<file path="config.mk">
export PLATFORM = sky130hd
export DESIGN_NAME = exec_pipe
export DESIGN_NICKNAME = d
export VERILOG_FILES = /design/src/rtl/exec_pipe_pkg.sv /design/src/rtl/exec_pipe_mul.sv /design/src/rtl/exec_pipe.sv
export SDC_FILE = /design/constraint.sdc
export NUM_CORES = 2
export LEC_CHECK = 0
export BUFFER_PORTS_ARGS = -buffer_cell sky130_fd_sc_hd__buf_2
export CORE_MARGIN = 4
export CORE_UTILIZATION = 50
export CTS_CLUSTER_SIZE = 28
export DETAILED_ROUTE_END_ITERATION = 16
export PLACE_DENSITY = 0.67
export SYNTH_ARGS = -nofsm -noshare
export SYNTH_HDL_FRONTEND = slang
export SYNTH_SLANG_ARGS = --single-unit
</file>
<file path="constraint.sdc">
create_clock -name clk -period 27.6 [get_ports clk]
set_clock_uncertainty 0.05 [all_clocks]
set_input_delay 1.38 -clock clk [delete_from_list [all_inputs] [get_ports clk]]
set_output_delay 1.38 -clock clk [all_outputs]
set_load 0.05 [all_outputs]
</file>
<file path="src/rtl/exec_pipe_pkg.sv">
// exec_pipe_pkg: shared opcodes and FSM state for the exec_pipe ALU stage
package exec_pipe_pkg;
    localparam logic [3:0] OP_OR   = 4'b0000;
    localparam logic [3:0] OP_AND  = 4'b0001;
    localparam logic [3:0] OP_ADD  = 4'b0010;
    localparam logic [3:0] OP_MUL  = 4'b0011;
    localparam logic [3:0] OP_RSV4 = 4'b0100;
    localparam logic [3:0] OP_SLL  = 4'b0101;
    localparam logic [3:0] OP_LT   = 4'b0110;
    localparam logic [3:0] OP_EQ   = 4'b0111;
    localparam logic [3:0] OP_GT   = 4'b1000;
    localparam logic [3:0] OP_ANDN = 4'b1001;
    localparam logic [3:0] OP_XOR  = 4'b1010;
    localparam logic [3:0] OP_SUB  = 4'b1011;
    localparam logic [3:0] OP_XNOR = 4'b1100;
    localparam logic [3:0] OP_SRL  = 4'b1101;
    localparam logic [3:0] OP_NE   = 4'b1110;
    localparam logic [3:0] OP_RSVF = 4'b1111;
    typedef enum logic {S_IDLE, S_MUL} state_t;
endpackage

</file>
<file path="src/rtl/exec_pipe_mul.sv">
// mul_iter: iterative shift-add multiplier, MUL_STEP bits of b per edge, low WIDTH bits of a*b
// ports: clk, reset_n (sync active-low), start (load a/b and do first step), a, b,
//        product (running sum including the current step), done (product is final this cycle)
module mul_iter #(
    parameter int WIDTH    = 32,
    parameter int MUL_STEP = 8
) (
    input  logic             clk,
    input  logic             reset_n,
    input  logic             start,
    input  logic [WIDTH-1:0] a,
    input  logic [WIDTH-1:0] b,
    output logic [WIDTH-1:0] product,
    output logic             done
);
    localparam int N  = WIDTH / MUL_STEP;
    localparam int CW = $clog2(N + 1);
    logic [WIDTH-1:0] acc, a_sh, b_sh, src_a, src_b;
    logic [CW-1:0]    cnt;
    // the start edge already consumes the first chunk, so cnt holds steps still to go
    assign src_a   = start ? a : a_sh;
    assign src_b   = start ? b : b_sh;
    assign product = (start ? '0 : acc) + src_a * WIDTH'(src_b[MUL_STEP-1:0]);
    assign done    = start ? (N == 1) : (cnt == CW'(1));
    always_ff @(posedge clk) begin
        if (!reset_n) begin
            acc  <= '0;
            a_sh <= '0;
            b_sh <= '0;
            cnt  <= '0;
        end else if (start || cnt != '0) begin
            acc  <= product;
            a_sh <= src_a << MUL_STEP;
            b_sh <= src_b >> MUL_STEP;
            cnt  <= start ? CW'(N - 1) : cnt - CW'(1);
        end
    end
endmodule

</file>
<file path="src/rtl/exec_pipe.sv">
// exec_pipe: handshaked tenyr ALU stage, rhs = f(X, O) + A with iterative multiply
// ports: clk, reset_n (sync active-low); in_valid/in_ready, op, swap, X, Y, I (operation in);
//        out_valid/out_ready, rhs, illegal (result out, illegal marks reserved opcodes)
module exec_pipe
    import exec_pipe_pkg::*;
#(
    parameter int WIDTH    = 32,
    parameter int MUL_STEP = 8
) (
    input  logic             clk,
    input  logic             reset_n,
    input  logic             in_valid,
    output logic             in_ready,
    input  logic [3:0]       op,
    input  logic             swap,
    input  logic [WIDTH-1:0] X,
    input  logic [WIDTH-1:0] Y,
    input  logic [WIDTH-1:0] I,
    output logic             out_valid,
    input  logic             out_ready,
    output logic [WIDTH-1:0] rhs,
    output logic             illegal
);
    state_t           state;
    logic [WIDTH-1:0] o_sel, a_sel, a_mul, f, product;
    logic             accept, is_mul, rsv, mul_done, lt, gt;
    assign in_ready = reset_n && state == S_IDLE && (!out_valid || out_ready);
    assign accept   = in_valid && in_ready;
    assign o_sel    = swap ? I : Y;
    assign a_sel    = swap ? Y : I;
    assign is_mul   = op == OP_MUL;
    assign rsv      = op == OP_RSV4 || op == OP_RSVF;
    assign lt       = $signed(X) < $signed(o_sel);
    assign gt       = $signed(X) > $signed(o_sel);
    // reserved opcodes leave f at zero so rhs degenerates to A
    always_comb begin
        f = '0;
        case (op)
            OP_OR:   f = X | o_sel;
            OP_AND:  f = X & o_sel;
            OP_ADD:  f = X + o_sel;
            OP_SLL:  f = o_sel >= WIDTH'(WIDTH) ? '0 : X << o_sel;
            OP_LT:   f = {WIDTH{lt}};
            OP_EQ:   f = {WIDTH{X == o_sel}};
            OP_GT:   f = {WIDTH{gt}};
            OP_ANDN: f = X & ~o_sel;
            OP_XOR:  f = X ^ o_sel;
            OP_SUB:  f = X - o_sel;
            OP_XNOR: f = ~(X ^ o_sel);
            OP_SRL:  f = o_sel >= WIDTH'(WIDTH) ? '0 : X >> o_sel;
            OP_NE:   f = {WIDTH{X != o_sel}};
            default: f = '0;
        endcase
    end
    mul_iter #(.WIDTH(WIDTH), .MUL_STEP(MUL_STEP)) u_mul (
        .clk     (clk),
        .reset_n (reset_n),
        .start   (accept && is_mul),
        .a       (X),
        .b       (o_sel),
        .product (product),
        .done    (mul_done)
    );
    // a drain clears out_valid unless a fresh result lands on the same edge
    always_ff @(posedge clk) begin
        if (!reset_n) begin
            state     <= S_IDLE;
            out_valid <= 1'b0;
            rhs       <= '0;
            illegal   <= 1'b0;
            a_mul     <= '0;
        end else begin
            if (out_ready) out_valid <= 1'b0;
            if (state == S_MUL) begin
                if (mul_done) begin
                    state     <= S_IDLE;
                    rhs       <= product + a_mul;
                    illegal   <= 1'b0;
                    out_valid <= 1'b1;
                end
            end else if (accept) begin
                if (is_mul && !mul_done) begin
                    state <= S_MUL;
                    a_mul <= a_sel;
                end else begin
                    rhs       <= (is_mul ? product : f) + a_sel;
                    illegal   <= rsv;
                    out_valid <= 1'b1;
                end
            end
        end
    end
endmodule

</file>
==> run_results.csv <==
group,metric,value,unit
clock_tree,numCtsBuffers,17,
sta,min_period,11.54,ns
sta,tightest_slew,1.32,ns
cells_and_area,final_cell_count_no_fill,4229,
drt,first_pass_iters,6,
sta,setup_tns,0,ns
place,routabilityCongestion,1.08,
sta,rsz0062_at_grt,"no",
synth,synth.most_common_cell,"nand2_1",
setup_path,cp_num_buf_inv,5,
cells_and_area,syn_to_final_growth,7.03,%
clock_tree,clock-sinks,150,
synth,syn_inst,3517,
power,powerDensity,40.4,nW/µm²
sta,max_slew_margin,10.8,%
setup_path,cp.arrival,11.85,ns
synth,synth_edf_count,0,
synth,ys_types,95,
sta,max_freq,86.6,MHz
cells_and_area,final_util,54.3,%
place,dpl_cell_area,27300,µm²
global_route,overflow,0,
global_route,antenna_found_initial,7,
power,fin_total_pwr,1.13,mW
setup_path,start_kind,"input port",
sta,hold_viol_final,0,
synth,synth_top_area_share,14.6,%
power,leakagePower,12.9,nW
cells_and_area,nets,4029,
floorplanning,dieHeight,236,µm
cells_and_area,final_area,27900,µm²
setup_path,critPathKind,"input port to flip-flop",
synth,synthTopCellsByCount,"nand2_1, nor2_1, inv_1",
clock_tree,cts_resized,0,
synth,synthArstFlopShare,0,%
synth,ys_ff_latch,150,
drt,drtIter0Drc,3733,
drt,routed_wl,108000,µm
floorplanning,io_pins,140,
status,status,"finished, final reports clean",
sta,whs,0.410,ns
sta,finalSetupViolCount,0,
global_route,globalRouteTotalUtil,37.6,%
job,drv_cap,0,
place,port_buffers,139,
cells_and_area,drive_above_1_share,9.71,%
floorplanning,die-area,55800,µm²
drt,vias_per_cell,6.43,
clock_tree,cts_max_path_buffers,2,
drt,post-route-drc-count,0,
synth,ys_warn_count,0,
clock_tree,cts_setup_buffers,0,
clock_tree,ctsHoldBuffers,0,
drt,routedWlPerCell,25.6,µm
global_route,grt_pass1_vias,25300,
place,dp_hpwl,85200,µm
synth,synth_top_area_cell,"fa_1",
floorplanning,num_rows,83,
synth,syn_area_per_cell,7.41,µm²
setup_path,slowest_stage,"nor2_1",
setup_path,cpPeakStageDelay,0.69,ns
clock_tree,path_clk_slew,0.07,ns
global_route,grt_pass1_wl,162000,µm
synth,syn-cell-area,26100,µm²
synth,ys_seq_area_share,11.5,%
setup_path,worstPathMaxFanout,75,
floorplanning,core,51400,µm²
clock_tree,htreeDepth,4,
drt,num_vias,27200,
setup_path,required,27.91,ns
sta,fin_crit_sh,41.8,%
floorplanning,start_util,50.7,%
sta,final_max_slew_viol_count,0,
synth,synth_nets,4015,
synth,synthFlopType,"dfxtp_1",
place,dp.cells,4192,
setup_path,endpoint_kind,"flip-flop",
drt,antenna_left,0,
sta,worst_slack,16.06,ns
clock_tree,root_buffer,"clkbuf_16",
place,pre_cts_ws,15.76,ns
setup_path,critPathTopFamily,"simple AND/OR/NAND/NOR gates",
worst_hold_path,hold_class,"flip-flop to flip-flop",
power,vdd_drop_max,0.0000618,V
synth,synth_area_leaders,"fa_1, dfxtp_1, ha_1",
floorplanning,die_w,236,µm
clock_tree,clk_latency,0.49,ns
clock_tree,tritoncts,"built",
global_route,grt_max_degree,76,
-- per-layer routing --
layer	vias to the layer above	share of wire, %	GRT usage [%]
met3	258	13	10.5
met2	1713	41	53.4
met4	10	5.3	17.1
li1	12300	-	-
met1	13000	41	52.9
met5	-	0.065	0
-- layout by cell type (no fill, tap or decap), types with 16 or more instances in the layout --
master / synthesis / routed
a21oi_1: 200 / 200
buf_4: 1 / 74
o221ai_1: 34 / 34
nand2_1: 440 / 438
a211oi_1: 21 / 21
xnor2_1: 102 / 102
nor3_1: 90 / 89
a31oi_1: 46 / 46
and2_1: 18 / 18
o21ai_0: 202 / 202
mux2i_1: 119 / 119
or2_2: 19 / 19
nand3_1: 96 / 96
o211a_1: 50 / 50
a21o_1: 62 / 62
o21bai_1: 25 / 25
buf_2: 36 / 137
clkbuf_16: 0 / 17
xor2_1: 36 / 36
ha_1: 203 / 202
nor2_1: 371 / 369
o211ai_1: 64 / 64
nand2b_1: 34 / 34
mux2_2: 37 / 37
fa_1: 190 / 190
o22ai_1: 21 / 21
a21boi_0: 72 / 72
inv_1: 314 / 314
nor2b_1: 24 / 24
a221oi_1: 19 / 19
o21a_1: 16 / 16
dfxtp_1: 150 / 149
-- sequential cells by signal, summed over array words and instances (netlist names) --
| register | count |
|---|---|
| a_mul | 32 |
| rhs | 32 |
| u_mul.acc | 32 |
| u_mul.a_sh | 24 |
| u_mul.b_sh | 24 |
| u_mul.cnt | 3 |
| illegal | 1 |
| out_valid | 1 |
| state | 1 |
-- worst register-to-register path, delay by kind of cell, from the launching register on --
family	cells	cell delay [ns]
fa+ha+maj	6	2.42
simple gates	11	2.67
xor+xnor	3	0.65
flops	1	0.34
buf+inv	4	0.88
compound gates	11	3.47
-- cell families (layout without fill, tap and decap cells) --
logic type | count (synthesis) | in the layout | synth area share (%)
AND/OR/NAND/NOR | 1174 | 1174 | 19.9
multiplexers | 159 | 159 | 6.36
AO/OA/AOI/OAI | 962 | 962 | 25.1
buffers and inverters | 540 | 566 | 8.02
other | 0 | 6 | 0
flip-flops | 150 | 150 | 11.5
XOR/XNOR | 139 | 139 | 4.73
adder cells (fa/ha/maj) | 393 | 393 | 24.3
-- where the power goes --
| group | switching [mW] | internal (mW) |
|---|---|---|
| clock network | 0.116 | 0.127 |
| logic | 0.427 | 0.206 |
| registers | 0.0144 | 0.237 |
| total | 0.558 | 0.570 |
-- layout make-up --
cell class | instances | area (µm²)
Fill cell | 5056 | 23500
Multi-Input combinational cell | 2827 | 21000
Sequential cell | 150 | 3000
Timing Repair Buffer | 211 | 1240
Inverter | 324 | 1220
Tap cell | 680 | 851
Clock buffer | 18 | 439
Clock inverter | 13 | 128
Antenna cell | 6 | 15.0
-- final timing paths --
| check | from | endpoint | slack, ns | cells after the start |
|---|---|---|---|---|
| worst max-delay path | reset_n | rhs[31]$_SDFFE_PN0P_ | 16.06 | 36 |
| worst min-delay path | u_mul.acc[21]$_SDFFE_PN0P_ | u_mul.acc[21]$_SDFFE_PN0P_ | 0.41 | 2 |
| worst max register to register | out_valid$_SDFF_PN0_ | rhs[31]$_SDFFE_PN0P_ | 16.98 | 35 |
| worst min register to register | u_mul.acc[21]$_SDFFE_PN0P_ | u_mul.acc[21]$_SDFFE_PN0P_ | 0.41 | 2 |
Power figures use the tool's default switching activity.
